<file path="src/rtl/icache_ifill_unit.sv">
// Instruction-cache line refill engine: one line-aligned read, four beats
// assembled into a line, with kill/drain and sticky bus-error reporting.
module icache_ifill_unit #(
    parameter int PADDR_SIZE = 26,
    parameter int LINE_WIDTH = 128,
    parameter int BEAT_WIDTH = 32,
    parameter int N_BEATS    = 4,
    parameter int WAY_BITS   = 2
) (
    input  logic                  clk_i,
    input  logic                  rst_i,
    input  logic                  req_valid_i,
    input  logic [WAY_BITS-1:0]   req_way_i,
    input  logic [PADDR_SIZE-1:0] req_paddr_i,
    output logic                  req_ready_o,
    input  logic                  kill_i,
    output logic                  mem_req_valid_o,
    output logic [PADDR_SIZE-1:0] mem_req_addr_o,
    input  logic                  mem_req_ready_i,
    input  logic                  mem_resp_valid_i,
    input  logic [1:0]            mem_resp_beat_i,
    input  logic [BEAT_WIDTH-1:0] mem_resp_data_i,
    input  logic                  mem_resp_err_i,
    output logic                  fill_valid_o,
    output logic [WAY_BITS-1:0]   fill_way_o,
    output logic [PADDR_SIZE-1:0] fill_paddr_o,
    output logic [LINE_WIDTH-1:0] fill_data_o,
    output logic                  fill_xcpt_o,
    output logic                  busy_o
);

    localparam int CNT_W = $clog2(N_BEATS);
    localparam int OFF_W = $clog2(LINE_WIDTH / 8);

    typedef enum logic [2:0] {
        S_IDLE,
        S_SEND,
        S_COLLECT,
        S_DRAIN,
        S_DONE
    } state_t;

    state_t                r_state, w_state;
    logic [CNT_W-1:0]      r_cnt, w_cnt;
    logic                  r_err, w_err;
    logic [LINE_WIDTH-1:0] r_line, w_line;
    logic [WAY_BITS-1:0]   r_way, w_way;
    logic [PADDR_SIZE-1:0] r_paddr, w_paddr;
    logic                  w_last;

    // The final beat is decided by how many beats arrived, not by their index.
    assign w_last = (r_cnt == CNT_W'(N_BEATS - 1));

    always_comb begin
        w_state = r_state;
        w_cnt   = r_cnt;
        w_err   = r_err;
        w_line  = r_line;
        w_way   = r_way;
        w_paddr = r_paddr;
        unique case (r_state)
            S_IDLE: begin
                if (req_valid_i) begin
                    w_way   = req_way_i;
                    w_paddr = {req_paddr_i[PADDR_SIZE-1:OFF_W], OFF_W'(0)};
                    w_line  = '0;
                    w_cnt   = '0;
                    w_err   = 1'b0;
                    w_state = S_SEND;
                end
            end
            S_SEND: begin
                if (mem_req_ready_i)
                    w_state = kill_i ? S_DRAIN : S_COLLECT;
                else if (kill_i)
                    w_state = S_IDLE;
            end
            S_COLLECT: begin
                if (mem_resp_valid_i) begin
                    w_cnt = r_cnt + CNT_W'(1);
                    if (!kill_i) begin
                        for (int i = 0; i < N_BEATS; i++)
                            if (mem_resp_beat_i == 2'(i))
                                w_line[i*BEAT_WIDTH +: BEAT_WIDTH] = mem_resp_data_i;
                        w_err = r_err | mem_resp_err_i
                              | (mem_resp_beat_i != 2'(r_cnt));
                    end
                end
                if (kill_i)
                    w_state = (mem_resp_valid_i && w_last) ? S_IDLE : S_DRAIN;
                else if (mem_resp_valid_i && w_last)
                    w_state = S_DONE;
            end
            S_DRAIN: begin
                if (mem_resp_valid_i) begin
                    w_cnt = r_cnt + CNT_W'(1);
                    if (w_last)
                        w_state = S_IDLE;
                end
            end
            S_DONE: w_state = S_IDLE;
            default: w_state = S_IDLE;
        endcase
    end

    always_ff @(posedge clk_i) begin
        if (rst_i) begin
            r_state <= S_IDLE;
            r_cnt   <= '0;
            r_err   <= 1'b0;
            r_line  <= '0;
            r_way   <= '0;
            r_paddr <= '0;
        end else begin
            r_state <= w_state;
            r_cnt   <= w_cnt;
            r_err   <= w_err;
            r_line  <= w_line;
            r_way   <= w_way;
            r_paddr <= w_paddr;
        end
    end

    assign req_ready_o     = (r_state == S_IDLE);
    assign busy_o          = (r_state != S_IDLE);
    assign mem_req_valid_o = (r_state == S_SEND);
    assign mem_req_addr_o  = r_paddr;
    assign fill_valid_o    = (r_state == S_DONE);
    assign fill_xcpt_o     = r_err;
    assign fill_way_o      = r_way;
    assign fill_paddr_o    = r_paddr;
    assign fill_data_o     = r_line;

endmodule

</file>
<file path="config.mk">
export PLATFORM = sky130hd
export DESIGN_NAME = icache_ifill_unit
export DESIGN_NICKNAME = d
export VERILOG_FILES = /design/src/rtl/icache_ifill_unit.sv
export SDC_FILE = /design/constraint.sdc
export NUM_CORES = 1
export LEC_CHECK = 0
export BUFFER_PORTS_ARGS = -buffer_cell sky130_fd_sc_hd__buf_2
export CAP_MARGIN = 0
export CELL_PAD_IN_SITES_DETAIL_PLACEMENT = 0
export CELL_PAD_IN_SITES_GLOBAL_PLACEMENT = 1
export CORE_UTILIZATION = 32
export DETAILED_ROUTE_END_ITERATION = 6
export PLACE_DENSITY_LB_ADDON = 0.1
export SYNTH_ARGS = -nofsm -noshare
export SYNTH_HDL_FRONTEND = slang
export SYNTH_SLANG_ARGS = --single-unit
</file>
<file path="constraint.sdc">
create_clock -name clk_i -period 1.8 [get_ports clk_i]
set_clock_uncertainty 0.05 [all_clocks]
set_input_delay 0.36 -clock clk_i [delete_from_list [all_inputs] [get_ports clk_i]]
set_output_delay 0.36 -clock clk_i [all_outputs]
set_load 0.02 [all_outputs]
</file>
Yosys cells after proc, flatten, opt, wreduce, memory -nomap -nowiden. Index checks and enable logic that the tools add are counted.

Flip-flop bits (word level): 158. Input bits: 69.

$add $sub $neg: 1. Equal/unequal tests: 21. Muxes and demuxes: 25. Bitwise logic cells: 2. Reduce and logical (&&, ||, !) cells: 15.

Operators by type and width (count): $mux 128 (3); $pmux 128 s2 (1); $mux 32 (4); $reduce_and 5->1 (5); $mux 3 (7); $ne 2x2->1 const B (9); $pmux 3 s4 (1); $eq 2x2->1 const B (3); $eq 3x2->1 const B (2); $mux 2 (3); $mux 1 (4); $pmux 2 s2 (1); $reduce_and 4->1 (1); $reduce_bool 2->1 (2); $eq 3x1->1 const B (1); $eq 3x3->1 const B (1); $logic_not 3->1 (1); $ne 3x2->1 const B (1); $ne 3x3->1 const B (1); $reduce_and 3->1 (1); $reduce_bool 3->1 (1); $add 2x1->2 const B (1); $eq 2x1->1 const B (1); $logic_not 2->1 (1); other kinds (7) (8).

Depth between registers and ports, before layout.
Depth after elaboration: 5. Gate-level depth with buffers: 7. Depth with buffers taken out: 5.

Worst setup path before layout. No wires, ideal clock.

Path type: flip-flop to flip-flop. Start point: register r_state[2]. End point: register r_line[82] (netlist: fill_data_o[82]). Arrival: 1546 ps. Required time: 1630 ps. Setup slack: 84 ps. Stages on the path, launching flop included: 8. Buffers on the path: 3. Clock period less this slack: 1716 ps. Cells stage by stage: dfxtp_1 > buf_6 > nor3_2 > and2_1 > buf_2 > a31oi_4 > buf_8 > mux2i_1.

Cells in the longest elaborated chain, start to end: 3. Elaborated cells on any way between the ends: 9. Those cells by class: 5 x eq/ne; 1 x mux; 3 x reduce/logical.

Ends and longest elaborated chain: start: declaration (RTL line 43) `state_t r_state, w_state;`; start signal: assignment (RTL line 115) `r_state <= w_state;`; $logic_not 3->1 (*); via req_ready_o (RTL line 15) `output logic req_ready_o,`; $ne 2x2->1 (no source line) or $reduce_bool 2->1 (tied branches); $reduce_and 5->1 (no source line); end signal: assignment (RTL line 118) `r_line <= w_line;`; end: declaration (RTL line 46) `logic [LINE_WIDTH-1:0] r_line, w_line;`.

The timed path passes the listed nets; every way through them passes the cells marked *. A chain may end at the register's enable or synchronous reset.

Final worst setup path.
Start point: register r_state[2]. End point: output fill_valid_o.

Cells in the longest elaborated chain, start to end: 1.

Ends and longest elaborated chain: $eq 3x3->1 (RTL line 128) `assign fill_valid_o = (r_state == S_DONE);`; end: declaration (RTL line 24) `output logic fill_valid_o,`.

No other way between the ends.

==> results.py <==
metrics = {
    "yosys": {
        "syn_avg_cell_area_um2": 9.58,
        "yosys_most_used_dff": "dfxtp_1",
        "synth-edff-count": 0,
        "syn_area_um2": 6290,
        "synthDominantCellAreaShare_pct": 50.3,
        "ys_async_sr_fraction_pct": 0,
        "ys_ff_latch": 158,
        "synthDistinctLibCells": 42,
        "synth_cells": 657,
        "synth_seq_area_share_pct": 50.3,
        "yosys-top-cells-area": "dfxtp_1, nand3b_1, o21ai_0, mux2i_1, nand2_1",
        "yosysWarnings": 0,
        "synth_area_leader_cell": "dfxtp_1",
    },
    "clock_network": {
        "cts_root_buffer": "clkbuf_16",
        "insertion_delay_ps": 410,
        "clkTransAtPathRegs_ps": 60,
        "cts_made_buffers": 17,
        "clockBufferDepth": 2,
        "clock_sink_count": 158,
        "cts_tree": "yes",
        "cts_max_level": 4,
    },
    "critical_path": {
        "crit_type": "reg -> out",
        "critPathMaxStageDelay_ps": 340,
        "critPathCaptureType": "output port",
        "cpMaxStageDelayCell": "dfxtp_1",
        "required_ps": 1390,
        "crit_chain": "buf_6, inv_2, nor3_2, buf_4",
        "crit_fanout": 8,
        "cp-start-kind": "flip-flop",
        "worstPathArrival_ps": 1330,
    },
    "detailed_routing": {
        "final_antenna_net_count": 0,
        "post_drt_wl_per_cell_um": 15.1,
        "drtIter0Drc": 188,
        "drc": 0,
        "num_vias": 5311,
        "drt_pass1_iterations": 4,
        "wl_um": 17400,
        "vias_per_cell": 4.63,
    },
    "pwr": {
        "power_leakage_nw": 3.76,
        "power_density_nw_per_um2": 1250,
        "design_power_total_mw": 10.3,
        "ir_drop_uv": 787,
    },
    "placed_design": {
        "place_hpwl_um": 12100,
        "place_inst": 1111,
        "gp_congestion": 0.754,
        "io_buffers": 243,
        "placed_area_um2": 7610,
    },
    "die": {
        "start_util_pct": 33.1,
        "fp.dieH_um": 142,
        "rows": 50,
        "io_pins": 256,
        "die_x_um": 142,
        "fp.dieArea_um2": 20200,
        "core-area_um2": 19000,
    },
    "final_layout": {
        "mostFrequentLayoutCells": "buf_2, dfxtp_1, nand3b_1",
        "drive_gt1_share_pct": 35.9,
        "areaGrowthSynthToFinish_pct": 30.9,
        "final_util_pct": 43.3,
        "final_cell_area_um2": 8240,
        "final_common_cell": "buf_2",
        "n_antenna_cell": 0,
        "final_cells": 1146,
        "nets": 943,
    },
    "timing": {
        "timing.fmax_mhz": 574,
        "hold_slack_ps": 132,
        "final_max_slew_viol_count": 0,
        "fin_crit_sh_pct": 96.7,
        "period_minus_slack_ps": 1740,
        "finalHoldViolCount": 0,
        "setup_viol": 0,
        "rsz0062_at_grt": "true",
    },
    "global_routing": {
        "overflow": 0,
        "grt_pass1_vias": 5061,
        "track_usage_pct": 17.1,
        "grt_antenna_before_repair": 0,
        "grt_pass1_wl_um": 26800,
        "grt_start_max_net_pins": 68,
    },
    "run_status": {
        "outcome": "finished clean",
    },
    "worst_hold_path": {
        "hold_class": "in -> reg",
    },
    "run": {
        "cap_viol_max_count": 0,
    },
}
critical path: cells and delay by family (launching register included):
family | cells | cell delay, ps
DFF | 1 | 340
and+or+nand+nor | 1 | 200
buffers and inverters | 3 | 390
registers in the layout, indices dropped and copies added, names as in the netlist:
register      count
fill_data_o     128
fill_paddr_o     22
r_state           3
fill_way_o        2
r_cnt             2
fill_xcpt_o       1
cells by family (layout without fill, tap and decap cells):
family	Yosys count	count (layout)	share of synthesized area, %
AO/OA/AOI/OAI	135	135	12.2
XOR/XNOR	2	2	0.278
adder cells (fa/ha/maj)	1	1	0.199
buffers and inverters	86	308	9.21
flip-flops	158	158	50.3
multiplexers	33	33	5.25
other	1	8	0.0596
AND/OR/NAND/NOR	241	241	22.5
area by class of cell:
class / instances / area, µm²
inverters: 4 / 15.0
fillers: 1973 / 10800
clock buffers: 20 / 457
well taps: 260 / 325
repair buffers: 272 / 1560
clock inverters: 12 / 110
flip-flops and latches: 158 / 3170
multi-input cells: 420 / 2600
power breakdown:
part / internal [mW] / switching, mW
sequential: 3.74 / 0.134
clock: 1.98 / 1.45
combinational: 1.09 / 1.93
total: 6.81 / 3.51
cells in the mapped netlist, types with 2 or more instances:
cell type,number
buf_6,11
nor3_1,3
xor2_1,2
buf_2,8
clkbuf_1,21
nand2b_1,33
clkbuf_2,5
a21oi_1,28
nor3b_1,2
nor2_1,5
buf_4,33
buf_8,3
o221ai_4,3
o21ai_0,77
o21ai_1,21
inv_1,4
nand3b_1,96
and2_1,3
nand2_1,87
dfxtp_1,158
mux2i_1,33
worst paths after layout:
check	startpoint	endpoint	slack (ps)	cells past startpoint
setup / recovery	r_state[2]	fill_valid_o	60	4
hold / removal	req_paddr_i[18]	fill_paddr_o[18]	130	3
setup reg to reg	r_state[1]	fill_data_o[63]	80	6
hold reg to reg	fill_way_o[0]	fill_way_o[0]	400	2
per-stage QoR:
step                setup slack (ps)  TNS, ps
floorplan                       83.5        0
global placement                16.6        0
detailed placement             -73.2     -576
CTS                             20.6        0
global route                   -11.6    -39.5
finish                          58.8        0
layer usage:
layer  wire, µm  global-route usage (%)  vias to the layer above  share of wire, %
met5          0                       0                        -                 0
met3       1230                    5.52                        9               7.1
met4        122                    4.41                        0              0.70
met1       7860                    21.5                     2490                45
met2       8140                    28.0                      170                47
li1           -                       -                     2642                 -
what timing repair did:
item | 4_1_cts | 5_1_grt
setup endpoints to repair | 98 | 14
buffers inserted | 2 | 2
hold buffers | 0 | 0
pin swaps | 2 | 1
gates resized for setup | 11 | 9
Power figures use the tool's default switching activity.
